==> src/rtl/cfg_loader_pkg.sv <==
// Shared definitions for the configuration frame loader: FSM states,
// end-of-bitstream marker and header field byte offsets.
package cfg_loader_pkg;

    // Frame header layout: T, AH, AL, L, then L+1 data bytes.
    localparam int HDR_OFF_T   = 0;
    localparam int HDR_OFF_AH  = 1;
    localparam int HDR_OFF_AL  = 2;
    localparam int HDR_OFF_LEN = 3;

    localparam logic [7:0] EOB_MARKER = 8'hFF;

    // Header states are numbered in header byte order.
    typedef enum logic [2:0] {
        IDLE    = 3'd0,
        HDR_T   = 3'(1 + HDR_OFF_T),
        HDR_AH  = 3'(1 + HDR_OFF_AH),
        HDR_AL  = 3'(1 + HDR_OFF_AL),
        HDR_LEN = 3'(1 + HDR_OFF_LEN),
        DATA    = 3'd5,
        DONE    = 3'd6
    } state_t;

endpackage

==> src/rtl/cfg_onehot_dec.sv <==
// Index to one-hot decoder gated by an enable; out-of-range indices decode to 0.
module cfg_onehot_dec #(
    parameter int N     = 16,
    parameter int IDX_W = 8
) (
    input  logic [IDX_W-1:0] index,
    input  logic             enable,
    output logic [N-1:0]     onehot
);

    // NOTE: every bit is assigned on every pass, so no latch is inferred.
    always_comb begin
        for (int i = 0; i < N; i++) begin
            onehot[i] = enable && (index == IDX_W'(i));
        end
    end

endmodule

==> src/rtl/config_frame_loader.sv <==
// Decodes a byte-wide framed configuration bitstream into one-hot per-tile
// write strobes with broadcast address and data.
module config_frame_loader
    import cfg_loader_pkg::*;
#(
    parameter int NB_TILES = 16,
    parameter int ADDR_W   = 10,
    parameter int DATA_W   = 8
) (
    input  logic                conf,
    input  logic                reset,
    input  logic [DATA_W-1:0]   in_data,
    input  logic                in_valid,
    output logic                in_ready,
    output logic [NB_TILES-1:0] select_tile,
    output logic [ADDR_W-1:0]   address_tile,
    output logic [DATA_W-1:0]   data_tile,
    output logic                cfg_done,
    output logic                cfg_err
);

    localparam logic [7:0] NB_TILES_B = 8'(NB_TILES);

    state_t              state, state_d;
    logic [7:0]          tile_q;
    logic                skip_q;
    logic [ADDR_W-1:0]   addr_q;
    logic [7:0]          cnt_q;
    logic [NB_TILES-1:0] sel_d;
    logic                accept;
    logic                tile_ok;
    logic                is_eob;

    assign in_ready = (state != IDLE) && (state != DONE);
    assign cfg_done = (state == DONE);
    assign accept   = in_valid && in_ready;
    assign is_eob   = (in_data == EOB_MARKER);
    assign tile_ok  = (in_data < NB_TILES_B);

    // NOTE: state and datapath registers use non-blocking assignments only.
    always_ff @(posedge conf or negedge reset) begin
        if (!reset) state <= IDLE;
        else        state <= state_d;
    end

    always_comb begin
        state_d = state;
        unique case (state)
            IDLE:    state_d = HDR_T;
            HDR_T:   if (accept) state_d = is_eob ? DONE : HDR_AH;
            HDR_AH:  if (accept) state_d = HDR_AL;
            HDR_AL:  if (accept) state_d = HDR_LEN;
            HDR_LEN: if (accept) state_d = DATA;
            DATA:    if (accept && cnt_q == 8'd0) state_d = HDR_T;
            DONE:    state_d = DONE;
            default: state_d = IDLE;
        endcase
    end

    // Frames addressed to a bad tile still run through DATA with the strobe
    // suppressed, so the byte count keeps the stream aligned.
    cfg_onehot_dec #(
        .N     (NB_TILES),
        .IDX_W (8)
    ) u_dec (
        .index  (tile_q),
        .enable (accept && (state == DATA) && !skip_q),
        .onehot (sel_d)
    );

    always_ff @(posedge conf or negedge reset) begin
        if (!reset) begin
            tile_q       <= '0;
            skip_q       <= 1'b0;
            addr_q       <= '0;
            cnt_q        <= '0;
            select_tile  <= '0;
            address_tile <= '0;
            data_tile    <= '0;
            cfg_err      <= 1'b0;
        end else begin
            select_tile <= sel_d;
            if (accept) begin
                unique case (state)
                    HDR_T: begin
                        if (!is_eob) begin
                            tile_q <= in_data;
                            skip_q <= !tile_ok;
                            if (!tile_ok) cfg_err <= 1'b1;
                        end
                    end
                    // Only the low ADDR_W-8 bits of AH are kept.
                    HDR_AH:  addr_q      <= ADDR_W'({in_data, 8'h00});
                    HDR_AL:  addr_q[7:0] <= in_data;
                    HDR_LEN: cnt_q       <= in_data;
                    DATA: begin
                        address_tile <= addr_q;
                        data_tile    <= in_data;
                        addr_q       <= addr_q + ADDR_W'(1);
                        cnt_q        <= cnt_q - 8'd1;
                    end
                    default: ;
                endcase
            end
        end
    end

endmodule

==> config.mk <==
export PLATFORM = sky130hd
export DESIGN_NAME = config_frame_loader
export DESIGN_NICKNAME = d
export VERILOG_FILES = /design/src/rtl/cfg_loader_pkg.sv /design/src/rtl/cfg_onehot_dec.sv /design/src/rtl/config_frame_loader.sv
export SDC_FILE = /design/constraint.sdc
export NUM_CORES = 1
export LEC_CHECK = 0
export CORE_AREA = 2 2 76 78
export DETAILED_ROUTE_END_ITERATION = 10
export DIE_AREA = 0 0 78 80
export GPL_TIMING_DRIVEN = 1
export PLACE_DENSITY = 0.82
export SLEW_MARGIN = 40
export SYNTH_ARGS = -nofsm -noshare
export SYNTH_HDL_FRONTEND = slang
export SYNTH_SLANG_ARGS = --single-unit
==> constraint.sdc <==
create_clock -name conf -period 2.7 [get_ports conf]
set_input_delay 0.81 -clock conf [delete_from_list [all_inputs] [get_ports conf]]
set_output_delay 0.81 -clock conf [all_outputs]
set_load 0.01 [all_outputs]
# --- Word level (Yosys, flattened, before mapping) ---
# Index checks and enable logic that the tools add are counted.
word_totals:
  latchBits: 0
  output_inout_bits: 37
  mem_bits_rw: 0
  romBits: 0
  input_bits: 11
  elab_cells: 90
  regBits: 65
  memories: 0
classes:
  n_reduce_logical: 37
  mul: 0
  order_cmp: 1
  n_div: 0
  muxes: 10
  n_shift: 0
  n_eq_ne: 28
  addsub: 2
  bitwise: 2
op_table:
  columns: ["op", "n"]
  rows:
  - ["$eq A8 B4 Y1 const B", 8]
  - ["$eq A8 B3 Y1 const B", 4]
  - ["$pmux W8 S3", 1]
  - ["$logic_and A1 B1 Y1", 21]
  - ["$pmux W3 S7", 1]
  - ["$mux W3", 6]
  - ["$eq A8 B2 Y1 const B", 2]
  - ["$logic_not A8 Y1", 2]
  - ["$pmux W8 S2", 1]
  - ["$add A10 B1 Y10 const B", 1]
  - ["$ne A2 B2 Y1 const B", 5]
  - ["$eq A3 B3 Y1 const B", 3]
  - ["$eq A8 B1 Y1 const B", 1]
  - ["$eq A8 B8 Y1 const B", 1]
  - ["$lt A8 B5 Y1 const B", 1]
  - ["$reduce_and A2 Y1", 4]
  - ["$sub A8 B1 Y8 const B", 1]
  - ["$eq A3 B2 Y1 const B", 2]
  - ["$reduce_bool A3 Y1", 2]
  - ["$reduce_and A5 Y1", 1]
  - ["$pmux W2 S2", 1]
  - ["$reduce_and A4 Y1", 1]
  - ["$reduce_bool A2 Y1", 2]
  - ["$eq A3 B1 Y1 const B", 1]
  - ["other kinds (5)", 7]

# --- Depth between registers and ports, before layout ---
depth:
  ltp_word: 6
  ltp_mapped: 6
  ltp_nobuf: 6

# --- Modules after synthesis ---
# A second synthesis with hierarchy kept.
unflattened:
  cells_unflattened: 275
  hier_area_um2: 2971.6
modules_own_cells:
  columns: ["mod", "seq_area_each_um2", "instances", "area_per_inst_um2", "cells_each"]
  rows:
  - ["config_frame_loader", 1626.6, 1, 2790.2, 247]
  - ["cfg_onehot_dec", 0.0, 1, 181.4, 28]

# --- Worst setup path after synthesis ---
# No wires, ideal clock.
synth_timing:
  kind: "register -> output"
  start: "register state[2]"
  end: "output port in_ready"
  required_ns: 1.890
  slack_ns: 0.772
  n_path_buf: 1
  path_stages_with_launch: 4
  arrival_ns: 1.118
  path_cell_list: "dfrtp_1 > buf_2 > nor2b_1 > or3_1"
synth_between:
  elab_chain_cells: 2
  word_cells_on_any_way: 3
  classes_between: "eq/ne (1); reduce/logical (2)"
synth_rtl:
  columns: ["element", "line", "rtl"]
  rows:
  - ["start, declared", "config_frame_loader.sv:24", "state_t state, state_d;"]
  - ["start signal, assigned", "config_frame_loader.sv:43", "else state <= state_d;"]
  - ["$ne A3 B3 Y1 / $reduce_bool A3 Y1 (equally long branches)", "config_frame_loader.sv:34", "assign in_ready = (state != IDLE) && (state != DONE);"]
  - ["$logic_and A1 B1 Y1 *", "config_frame_loader.sv:34", null]
  - ["end, declared", "config_frame_loader.sv:14", "output logic in_ready,"]
# Every way passes the cells marked *; elsewhere a longest branch is shown, timed or not.

# --- Worst setup path in the final report ---
layout_timing:
  start: "register state[0]"
  end: "output port in_ready"
# Same word-level chain as after synthesis.

==> flow_summary_export.csv <==
group,metric,value,unit
timing,whs,0.470,ns
setup_path,cp-start-kind,"flop",
route,ant_nets,0,
cts,numCtsBuffers,9,
outcome,status,"complete, no violations",
timing,setup_viol,0,
setup_path,critPathLaunch,"state[0]",
global_routing,track_usage,0.236,
place,place.gp.congestion,0.845,
cts,clockRootBuffer,"clkbuf_8",
power,p_per_area,1010,mW/mm2
cts,cts_tree,"yes",
timing,worst_pin_slew,0.518,ns
power,leakage,1.62,nW
route,drtPass1Iterations,5,
setup_path,critPathMaxFanout,14,
route,routed-via-count,2407,
synth,synthArstFlopShare,1.00,
setup_path,crit_end,"in_ready",
place,hpwl,4520,um
finish,drive_gt1_frac,0.189,
timing,hold_viol_final,0,
route,routed_wl,6690,um
cts,h-tree-depth,3,
cts,cts_buffer_depth,2,
timing,tns,0,ns
floorplan,die_area,0.00624,mm2
setup_path,slowest_stage,"dfrtp_1",
setup_path,r2r-end,"addr_q[8]",
synth,synth_warnings,0,
floorplan,core,0.00541,mm2
timing,rsz0062_at_grt,"no",
timing,period_share,0.978,
synth,synth-edff-count,0,
power,ir_worst_vdd,0.000606,V
finish,fillers,397,
synth,synth_nets,288,
cts,cts_sinks,65,
cts,clk_pin_slew,0.07,ns
cts,ctsResizeCount,0,
cts,clk_latency,0.35,ns
global_routing,overflow,0,
floorplan,fp.dieH,80,um
finish,num_antenna_cells,0,
global_routing,antenna_found_initial,0,
setup_path,worstSetupPathType,"flop to output pin",
place,io_buffers,47,
floorplan,num_io_pins,48,
setup_path,cp-end-kind,"output pin",
cts,post_cts_buffers,0,
synth,yosysUniqueCellTypes,53,
hold_path,hp-class,"primary input to asynchronous set/reset pin",
route,drt_iter0_drc,291,
timing,finalMaxSlewViolations,0,
setup_path,crit_arrival,1.83,ns
setup_path,reg2reg_from,"state[0]",
synth,netlist_instances,274,
route,vias_per_cell,5.94,
timing,slew_headroom,0.655,
flow_run,maxCapViolCount,0,
floorplan,initial_core_util,0.555,
timing,max_freq,0.379,GHz
synth,mappedNetlistArea,0.00300,mm2
cts,cts_hold_buf,0,
global_routing,grt_max_degree,66,
synth,ys_seq_area_frac,0.542,
finish,nets,343,
setup_path,reg2reg_depth,4,
timing,fin_crit,2.64,ns
synth,synth_ff_type,"dfrtp_1",
setup_path,cpPeakStageDelay,0.55,ns
route,drcViolationCount,0,
global_routing,grt_pass1_vias,2255,
setup_path,reg2reg_slack,0.80,ns
setup_path,crit_required,1.89,ns
timing,skew,0.00743,ns
finish,area_growth,26.1,%
setup_path,cp_cell_sequence,"or3_1 > clkdlybuf4s50_1",
floorplan,die_x,78,um
route,wl_per_cell,16.5,um
global_routing,grt_pass1_wl,11000,um
floorplan,rows,27,
synth,ys_seq_elements,65,
finish,finish.utilization,0.700,
synth,syn_avg_cell_area,10.9,um2
synthesized netlist by cell type (all sizes together) (2+ instances only):
cell / count / area [um2]
and3b: 4 / 35.0
a22o: 2 / 17.5
a31oi: 4 / 25.0
o21ai: 27 / 143
nor2: 27 / 101
nor3b: 5 / 42.5
a22oi: 3 / 22.5
o2bb2ai: 3 / 26.3
and3: 4 / 25.0
clkbuf: 3 / 12.5
dfrtp: 65 / 1630
a221oi: 3 / 32.5
inv: 7 / 26.3
buf: 13 / 75.1
nor4: 4 / 31.3
nand2: 20 / 75.1
nand3b: 4 / 30.0
a32oi: 3 / 26.3
nor2b: 2 / 12.5
o21bai: 2 / 15.0
ha: 3 / 37.5
nand4: 4 / 25.0
nand3: 6 / 30.0
nand4b: 2 / 32.5
a21oi: 6 / 30.0
mux2: 22 / 248
a21o: 3 / 22.5
nor3: 8 / 45.0
layout make-up:
type | instances | area [um2] | share of cell area
Inverter | 7 | 26.3 | 0.00695
Clock buffer | 11 | 151 | 0.0400
Sequential cell | 65 | 1630 | 0.430
Timing Repair Buffer | 60 | 576 | 0.152
Clock inverter | 4 | 52.6 | 0.0139
Tap cell | 72 | 90.1 | 0.0238
Multi-Input combinational cell | 186 | 1260 | 0.333
state kept, by name, summed over array words and instances, names as in the netlist:
register and flops:
address_tile 10, tile_q 8, state 3, cnt_q 8
addr_q 10, data_tile 8, skip_q 1, cfg_err 1
select_tile 16
layer usage:
metal	GRT usage	vias to the layer above	wire length [um]
met2	0.381	96	3330
met4	0.137	0	187
met1	0.296	1186	2770
met5	0	-	0
li1	-	1107	-
met3	0.0486	18	409
worst max-delay path, delay by kind of cell, from the launching register on:
family / cells / cell delay, ns
and+or+nand+nor: 1 / 0.45
DFF: 1 / 0.55
buffers and inverters: 1 / 0.49
placed cells by master (no fill, tap or decap), types with 2 or more instances in the layout:
cell and instances:
a21o_1 3, a21oi_1 6, a221oi_1 2, a22o_1 2, a22oi_1 3, a31oi_1 4, a32oi_1 3, and3_1 4
and3b_1 4, buf_4 12, clkbuf_8 11, clkdlybuf4s50_1 46, clkinvlp_4 3, dfrtp_1 65, ha_1 3, inv_1 7
mux2_2 22, nand2_1 20, nand3_1 6, nand3b_1 4, nand4_1 4, nor2_1 27, nor2b_1 2, nor3_1 7
nor3b_1 4, nor4_1 3, o21ai_0 25, o21ai_2 2, o21bai_1 2, o2bb2ai_1 3
metrics by stage:
| stage | setup WS (ns) | total power [mW] | area [um2] | std cells |
|---|---|---|---|---|
| global placement | 0.254 | 2.92 | 3580 | 390 |
| global route | 0.0100 | 4.06 | 3780 | 405 |
| floorplan | 0.772 | 2.48 | 3000 | 274 |
| detailed placement | 0.224 | 2.98 | 3580 | 390 |
| finish | 0.0585 | 3.83 | 3780 | 405 |
| CTS | 0.0384 | 3.83 | 3780 | 405 |
how the worst min path moves through the flow:
stage	endpoint	slack (ns)	cells past startpoint
after floorplan	cnt_q[7]	0.46	1
after global placement	cfg_err	0.45	1
after detailed placement	cfg_err	0.46	1
after CTS	data_tile[2]	0.47	2
after global routing	data_tile[2]	0.49	2
final	data_tile[6]	0.47	2
report_power, final:
group	switching, mW	internal (mW)
sequential	0.316	1.29
combinational	0.669	0.708
clock	0.372	0.471
total	1.36	2.47
kinds of logic after synthesis:
kind of cell,Yosys count,share of synthesized area
and+or+nand+nor,99,0.187
AOI/OAI and AO/OA,62,0.137
buffers and inverters,23,0.0380
muxes,22,0.0826
adders and majority gates,3,0.0125
DFF,65,0.542
Power figures use the tool's default switching activity.
